## src/rtl/square_mag_int_if.sv

```systemverilog
`default_nettype none
// ============================================================================
//  Module   : square_mag_int_if
//  Purpose  : Sample/result bundle for square_mag_int. The master side drives
//             complex FFT bins plus mode/clear controls; the slave side
//             returns the (optionally integrated) magnitude-squared stream.
//  Ports    : dv_fft, xk_re, xk_im, mode, clear   (master -> slave)
//             dv_sq_m, xk_sq_m, sat               (slave -> master)
//  Revision : 1.0 - initial release
// ============================================================================
interface square_mag_int_if #(
  parameter int IN_W = 16
);
  localparam int OUT_W = 2 * IN_W;

  logic                    dv_fft;
  logic signed [IN_W-1:0]  xk_re;
  logic signed [IN_W-1:0]  xk_im;
  logic [1:0]              mode;
  logic                    clear;
  logic                    dv_sq_m;
  logic [OUT_W-1:0]        xk_sq_m;
  logic                    sat;

  modport master (
    output dv_fft, xk_re, xk_im, mode, clear,
    input  dv_sq_m, xk_sq_m, sat
  );

  modport slave (
    input  dv_fft, xk_re, xk_im, mode, clear,
    output dv_sq_m, xk_sq_m, sat
  );
endinterface
`default_nettype wire

```

## src/rtl/square_mag_int.sv

```systemverilog
`default_nettype none
// ============================================================================
//  Module   : square_mag_int
//  Purpose  : Magnitude-squared of a complex sample stream with optional
//             integration over N = 2^AVG_LOG2 samples (bypass, mean or
//             saturating sum). Three-stage pipeline: input register,
//             squares, sum of squares.
//  Ports    : clock, reset (sync, active-high)
//             bus (square_mag_int_if.slave):
//               dv_fft/xk_re/xk_im/mode/clear in, dv_sq_m/xk_sq_m/sat out
//  Revision : 1.0 - initial release
// ============================================================================
module square_mag_int #(
  parameter int IN_W     = 16,
  parameter int AVG_LOG2 = 2
) (
  input wire logic        clock,
  input wire logic        reset,
  square_mag_int_if.slave bus
);
  localparam int OUT_W = 2 * IN_W;
  localparam int SQ_W  = 2 * IN_W - 1;
  localparam int ACC_W = OUT_W + AVG_LOG2;

  localparam logic [1:0] MODE_BYPASS = 2'd0;
  localparam logic [1:0] MODE_SUM    = 2'd2;

  // Pipeline valids and data. The mode travels with each sample so a block
  // is governed by the mode that was present when its first sample arrived.
  logic              v1, v2, v3;
  logic [IN_W-1:0]   re1, im1;
  logic [1:0]        m1, m2, m3;
  logic [SQ_W-1:0]   re_sq, im_sq;
  logic [OUT_W-1:0]  mag3;

  // Integration state and output registers
  logic [1:0]          blk_mode;
  logic [ACC_W-1:0]    acc;
  logic [AVG_LOG2-1:0] cnt;
  logic [OUT_W-1:0]    out_q;
  logic                int_dv;
  logic                sat_q;

  // Combinational helpers
  logic [SQ_W-1:0]     re_ext, im_ext;
  logic [SQ_W-1:0]     re_sq_w, im_sq_w;
  logic [1:0]          m3_norm;
  logic                blk_start;
  logic [1:0]          mode_eff;
  logic                integ;
  logic                last;
  logic                byp_emit;
  logic [AVG_LOG2-1:0] cnt_base;
  logic [ACC_W-1:0]    acc_sum;
  logic                ovf;
  logic [OUT_W-1:0]    mean_val;
  logic [OUT_W-1:0]    sum_val;

  // Squares are computed at SQ_W bits: the largest square, (-2^(IN_W-1))^2,
  // still fits, so modulo-2^SQ_W arithmetic on sign-extended operands is
  // exact.
  always_comb begin
    re_ext  = {{(SQ_W-IN_W){re1[IN_W-1]}}, re1};
    im_ext  = {{(SQ_W-IN_W){im1[IN_W-1]}}, im1};
    re_sq_w = re_ext * re_ext;
    im_sq_w = im_ext * im_ext;
  end

  always_comb begin
    m3_norm   = (m3 == 2'd3) ? MODE_BYPASS : m3;
    // A clear restarts the block, so a coinciding stage-3 sample opens it.
    blk_start = (cnt == '0) || bus.clear;
    mode_eff  = blk_start ? m3_norm : blk_mode;
    integ     = v3 && (mode_eff != MODE_BYPASS);
    last      = integ && !bus.clear && (&cnt);
    // A block result leaving in the same cycle takes the output slot; a
    // colliding bypass word is dropped.
    byp_emit  = v3 && (mode_eff == MODE_BYPASS) && !bus.clear && !int_dv;
    cnt_base  = bus.clear ? '0 : cnt;
    acc_sum   = (bus.clear ? '0 : acc) + {{AVG_LOG2{1'b0}}, mag3};
    ovf       = |acc_sum[ACC_W-1:OUT_W];
    mean_val  = acc_sum[ACC_W-1:AVG_LOG2];
    sum_val   = ovf ? {OUT_W{1'b1}} : acc_sum[OUT_W-1:0];
  end

  // Datapath registers carry no reset: they are qualified by the valids.
  always_ff @(posedge clock) begin
    re1   <= bus.xk_re;
    im1   <= bus.xk_im;
    m1    <= bus.mode;
    m2    <= m1;
    m3    <= m2;
    re_sq <= re_sq_w;
    im_sq <= im_sq_w;
    mag3  <= {1'b0, re_sq} + {1'b0, im_sq};
  end

  always_ff @(posedge clock) begin
    if (reset) begin
      v1       <= 1'b0;
      v2       <= 1'b0;
      v3       <= 1'b0;
      blk_mode <= MODE_BYPASS;
      acc      <= '0;
      cnt      <= '0;
      out_q    <= '0;
      int_dv   <= 1'b0;
      sat_q    <= 1'b0;
    end else begin
      // clear kills samples already in flight but admits the one arriving now
      v1     <= bus.dv_fft;
      v2     <= v1 && !bus.clear;
      v3     <= v2 && !bus.clear;
      int_dv <= 1'b0;

      if (v3 && blk_start) begin
        blk_mode <= m3_norm;
      end

      if (last) begin
        acc    <= '0;
        cnt    <= '0;
        int_dv <= 1'b1;
        out_q  <= (blk_mode == MODE_SUM) ? sum_val : mean_val;
        if ((blk_mode == MODE_SUM) && ovf) begin
          sat_q <= 1'b1;
        end
      end else if (integ) begin
        acc <= acc_sum;
        cnt <= cnt_base + AVG_LOG2'(1);
      end else if (bus.clear) begin
        acc <= '0;
        cnt <= '0;
      end

      if (byp_emit) begin
        out_q <= mag3;
      end
    end
  end

  // Bypass words leave straight from stage 3 to meet the 3-cycle latency;
  // block results come from the output register one cycle later.
  assign bus.dv_sq_m = int_dv ? !bus.clear : byp_emit;
  assign bus.xk_sq_m = byp_emit ? mag3 : out_q;
  assign bus.sat     = sat_q;

endmodule
`default_nettype wire
```

## src/flat_wrapper.sv

```systemverilog
// flat-port wrapper written by rule: the top's interface ports become plain ports
module square_mag_int_flat 
#(
  parameter int IN_W     = 16,
  parameter int AVG_LOG2 = 2
)
  (clock, reset, bus_dv_fft, bus_xk_re, bus_xk_im, bus_mode, bus_clear, bus_dv_sq_m, bus_xk_sq_m, bus_sat);
  square_mag_int_if #(.IN_W(IN_W)) bus_i ();
  input wire logic clock;
  input wire logic reset;
  input wire logic [$bits(bus_i.dv_fft)-1:0] bus_dv_fft;
  input wire logic [$bits(bus_i.xk_re)-1:0] bus_xk_re;
  input wire logic [$bits(bus_i.xk_im)-1:0] bus_xk_im;
  input wire logic [$bits(bus_i.mode)-1:0] bus_mode;
  input wire logic [$bits(bus_i.clear)-1:0] bus_clear;
  output wire logic [$bits(bus_i.dv_sq_m)-1:0] bus_dv_sq_m;
  output wire logic [$bits(bus_i.xk_sq_m)-1:0] bus_xk_sq_m;
  output wire logic [$bits(bus_i.sat)-1:0] bus_sat;
  assign bus_i.dv_fft = bus_dv_fft;
  assign bus_i.xk_re = bus_xk_re;
  assign bus_i.xk_im = bus_xk_im;
  assign bus_i.mode = bus_mode;
  assign bus_i.clear = bus_clear;
  assign bus_dv_sq_m = bus_i.dv_sq_m;
  assign bus_xk_sq_m = bus_i.xk_sq_m;
  assign bus_sat = bus_i.sat;
  square_mag_int #(.IN_W(IN_W), .AVG_LOG2(AVG_LOG2)) u_core (.clock(clock), .reset(reset), .bus(bus_i));
endmodule
```

## config.mk

```make
export PLATFORM = sky130hd
export DESIGN_NAME = square_mag_int_flat
export DESIGN_NICKNAME = d
export VERILOG_FILES = /design/src/rtl/square_mag_int_if.sv /design/src/rtl/square_mag_int.sv /design/src/flat_wrapper.sv
export SDC_FILE = /design/constraint.sdc
export NUM_CORES = 2
export LEC_CHECK = 0
export BUFFER_PORTS_ARGS = -buffer_cell sky130_fd_sc_hd__buf_2
export CELL_PAD_IN_SITES_DETAIL_PLACEMENT = 1
export CELL_PAD_IN_SITES_GLOBAL_PLACEMENT = 2
export CORE_MARGIN = 4
export CORE_UTILIZATION = 42
export CTS_CLUSTER_DIAMETER = 120
export DETAILED_ROUTE_END_ITERATION = 8
export PLACE_DENSITY_LB_ADDON = 0.08
export SLEW_MARGIN = 10
export SYNTH_ARGS = -nofsm -noshare
export SYNTH_HDL_FRONTEND = slang
export SYNTH_SLANG_ARGS = --single-unit
```

## constraint.sdc

```tcl
create_clock -name clock -period 8.6 [get_ports clock]
set_input_delay 0.86 -clock clock [delete_from_list [all_inputs] [get_ports clock]]
set_output_delay 0.86 -clock clock [all_outputs]
set_load 0.02 [all_outputs]
```

# After elaboration in Yosys (flattened, before gate mapping)
# Cells that the tools add are included.
word_totals:
  rom_bits: 0
  latchBits: 0
  memories: 0
  wordCells: 58
  ff_bits: 207
  output_inout_bits: 34
  mem_bits_rw: 0
classes:
  reduce_logical: 21
  bitwise_logic: 0
  n_mul: 2
  n_shift: 0
  n_div: 0
  order_cmp: 0
  addsub: 3
  n_eq_ne: 2
  muxes: 13
ops:
  columns: ["operator", "n"]
  rows:
  - ["$mux W32", 5]
  - ["$mux W34", 2]
  - ["$mul A16 B16 Y31", 2]
  - ["$add A34 B32 Y34", 1]
  - ["$add A31 B31 Y32", 1]
  - ["$logic_and A1 B1 Y1", 10]
  - ["$mux W2", 4]
  - ["$eq A2 B2 Y1 const B", 2]
  - ["$logic_not A2 Y1", 2]
  - ["$reduce_and A2 Y1", 2]
  - ["$reduce_bool A2 Y1", 2]
  - ["$reduce_or A2 Y1", 2]
  - ["$add A2 B1 Y2 const B", 1]
  - ["$logic_not A1 Y1", 2]
  - ["$mux W1", 2]
  - ["$logic_or A1 B1 Y1", 1]

# Logic depth before layout (Yosys ltp)
depth:
  depth_word: 9
  depth_mapped: 25
  mapped_depth_nobuf: 25

# Worst setup path after synthesis
# OpenSTA, ideal clock, no wires.
synth_path:
  kind: "register -> register"
  start: "register u_core.im1[15]"
  end: "register u_core.im_sq[29]"
  required_time_ns: 8.482
  slack_ns: 2.544
  n_path_buf: 2
  period_less_slack_ns: 6.056
  t_arrival_ns: 5.938
  stages_incl_launch_ff: 23
  path_cell_list: "dfxtp_1 clkbuf_1 inv_1 buf_1 nor2_1 fa_1 fa_1 fa_1 fa_1 fa_1 inv_1 fa_1 inv_1 ha_1 nand2_1 nor4_1 o21ai_0 a311oi_1 a211oi_1 nor3_1 a21o_1 a21oi_1 xnor2_1"
synth_between:
  elab_chain_cells: 1
synth_rtl:
  columns: ["item", "line", "source"]
  rows:
  - ["start, declared", "square_mag_int.sv:31", "logic [IN_W-1:0] re1, im1;"]
  - ["start signal, assigned", "square_mag_int.sv:89", "im1 <= bus.xk_im;"]
  - ["$mul A16 B16 Y31", "square_mag_int.sv:66", "im_sq_w = im_ext * im_ext;"]
  - ["via u_core.im_sq_w[29]", "square_mag_int.sv:46", "logic [SQ_W-1:0] re_sq_w, im_sq_w;"]
  - ["end signal, assigned", "square_mag_int.sv:94", "im_sq <= im_sq_w;"]
  - ["end, declared", "square_mag_int.sv:33", "logic [SQ_W-1:0] re_sq, im_sq;"]
# The timed path passes the listed nets, and every way through them passes these cells.
# A chain may end at the register's enable or synchronous reset.

# Worst setup path after layout
# Same ends and word-level chain as after synthesis.

==> impl_metrics.yaml <==
global_routing:
  grt_overflow: 0
  antenna_found_initial: 2
  grt_max_degree: 45
  grt_usage_pct: 22.2
  grt_pass1_vias: 22594
  grt_pass1_wl_um: 119000
worst_setup_path:
  critPathLaunchType: "register"
  path_class: "reg -> reg"
  rr_worst_depth: 21
  crit_arrival_ns: 7.43
  crit_fanout: 18
  timing.critical_path.mode_cell: "fa_1"
  r2r_setup_slack_ns: 1.64
  slowest_stage: "fa_1"
  endpoint_kind: "register"
  crit_chain: "buf_4, inv_1, nor2_1, fa_1, fa_1, fa_1, fa_1, fa_1, inv_1, fa_1, inv_1, ha_1, nand2_1, nor4_1, o21ai_0, a311oi_1, a211oi_1, nor3_1, a21o_1, a21oi_1, xnor2_1"
  reg2reg_to: "u_core.im_sq[29]"
  worstReg2RegStart: "u_core.im1[15]"
  cp.required_ns: 9.07
  max_stage_delay_ns: 0.74
clocking:
  cts.sinks: 205
  root_buffer: "clkbuf_16"
  cts-htree-levels: 1
  cts_buffers: 29
  post-cts-setup-buffers: 0
  cts_tree: "done"
  cts_buffer_depth: 3
  ctsResizeCount: 0
  ctsHoldBuffers: 0
  clkSlewWorstSetupHoldPaths_ns: 0.06
  clock_latency_ns: 0.60
synthesis:
  synthTopCellsByCount: "inv_1, fa_1, nand2_1"
  synth_edf_count: 0
  yosysWarnings: 0
  synth_cell_types: 73
  synthTopCellsByArea: "fa_1, dfxtp_1, ha_1"
  synth_nets: 3698
  synth_seq_area_share_pct: 15.5
  yosysTopAreaCell: "fa_1"
  synth_area_per_cell_sq_um: 8.95
  synthMostInstantiatedCell: "inv_1"
  ys_ff_latch: 205
  ys.flop_type: "dfxtp_1"
  synth_top_area_share_pct: 34.7
  async_flop_share_pct: 0
  synthCells: 2968
  netlist_area_sq_mm: 0.0266
floorplan:
  rows: 91
  fp.dieArea_sq_mm: 0.0673
  die_w_um: 259
  boundaryPins: 72
  start_util_pct: 42.7
  die_y_um: 259
  coreArea_sq_mm: 0.0622
detailed_routing:
  routed_wl_um: 72300
  firstDrtPassIters: 7
  num_vias: 19700
  wl_per_cell_um: 18.8
  drc: 0
  avgViaCountPerCell: 5.11
  dr.first_iter.drc_count: 672
  ant_nets: 0
cells_and_area:
  drive_above_1_share_pct: 5.70
  diodes: 0
  nets: 3726
  syn2layout_area_growth_pct: 8.19
  num-fill-cells: 7313
min_path:
  hold_path_class: "reg -> reg"
  hold-path-endpoint: "u_core.m3[0]"
  hold_start: "u_core.m2[0]"
  min_path_cells: 0
sta:
  worst_pin_slew_ns: 1.15
  slew_viol_final: 0
  layout_setup_ws_ns: 1.64
  setup_viol_count_final: 0
  grt_setup_unrepaired: "false"
  finClkSkew_ns: 0.0242
  finalSetupTns_ns: 0
  finalHoldViolations: 0
  relSlewSlack_pct: 22.5
  post-route-period-util_pct: 80.9
  fin_crit_ns: 6.96
  fmax_mhz: 144
job:
  maxCapViolCount: 0
place:
  gp_congestion: 0.849
  portBuffers: 71
  place_ws_ns: 1.66
  hpwlAfterDp_um: 59300
outcome:
  outcome: "finished clean"
[cell usage in the layout (no fill, tap or decap), types with 18 or more instances in the layout]
cell       instances
buf_2             71
nor2b_1           51
inv_1            648
a21o_1            57
a31oi_1           19
fa_1             460
nand2b_1          28
and2_1            71
nor3_1            18
a21oi_1          127
clkbuf_16         29
nor2_1           209
xnor2_1           99
dfxtp_1          205
ha_1             232
nand2_1          321
o21ai_0           53
xor2_1            37
[stage by stage]
| step | util [%] | instance area, sq um | hold slack [ns] | instances |
|---|---|---|---|---|
| 2_1_floorplan | - | 26600 | 0.310 | 2968 |
| 3_3_place_gp | 44.6 | 27700 | 0.312 | 3802 |
| 3_5_place_dp | 44.6 | 27700 | 0.318 | 3802 |
| 4_1_cts | 46.2 | 28700 | 0.320 | 3854 |
| 5_1_grt | 46.2 | 28700 | 0.335 | 3854 |
| 6_report | 46.2 | 28700 | 0.328 | 3854 |
[critical path, delay by kind of cell (launching register included)]
kind | cells | cell delay (ns)
compound gates | 5 | 1.11
xor+xnor | 1 | 0.13
fa+ha+maj | 7 | 3.58
buf+inv | 4 | 0.80
flops | 1 | 0.29
simple gates | 4 | 0.91
[routing by layer]
metal | vias up | routed length, um | share of wire [%] | global-route usage (%)
met5 | - | 0 | 0 | 0
met2 | 221 | 38700 | 53 | 42.1
met3 | 114 | 2380 | 3.3 | 2.77
li1 | 9243 | - | - | -
met4 | 0 | 2340 | 3.2 | 6.42
met1 | 10122 | 28900 | 40 | 26.3
[logic make-up after synthesis]
| logic type | after synthesis | synth area share [%] |
|---|---|---|
| and+or+nand+nor | 772 | 13.2 |
| buffers and inverters | 742 | 10.5 |
| adders and majority gates | 692 | 45.6 |
| AOI/OAI and AO/OA | 413 | 10.4 |
| DFF | 205 | 15.5 |
| xor gates and xnor gates | 137 | 4.55 |
| muxes | 7 | 0.278 |
[final cells by class]
| cell class | instances | area [sq um] | share of cell area, % |
|---|---|---|---|
| repair buffers | 87 | 475 | 1.65 |
| flip-flops and latches | 205 | 4100 | 14.3 |
| clock inverters | 17 | 191 | 0.666 |
| inverters | 652 | 2450 | 8.52 |
| clock buffers | 35 | 798 | 2.78 |
| multi-input cells | 2021 | 19700 | 68.5 |
| well taps | 837 | 1050 | 3.64 |
[state kept, by name, summed over array words and instances (netlist names), 16 cells and up]
| register | cells |
|---|---|
| u_core.acc | 34 |
| u_core.im1 | 16 |
| u_core.im_sq | 30 |
| u_core.mag3 | 32 |
| u_core.out_q | 32 |
| u_core.re1 | 16 |
| u_core.re_sq | 30 |
[how the worst max path moves through the flow]
stage | cells after the start | start | to
5_1_grt | 20 | u_core.im1[2] | u_core.im_sq[29]
3_5_place_dp | 20 | u_core.im1[2] | u_core.im_sq[29]
6_report | 21 | u_core.im1[15] | u_core.im_sq[29]
3_3_place_gp | 22 | u_core.im1[12] | u_core.im_sq[29]
2_1_floorplan | 22 | u_core.im1[15] | u_core.im_sq[29]
4_1_cts | 21 | u_core.im1[15] | u_core.im_sq[29]
Power is left out: the tool's default activity adds up to more than one toggle a clock period on the data nets, which glitch-free logic cannot reach.
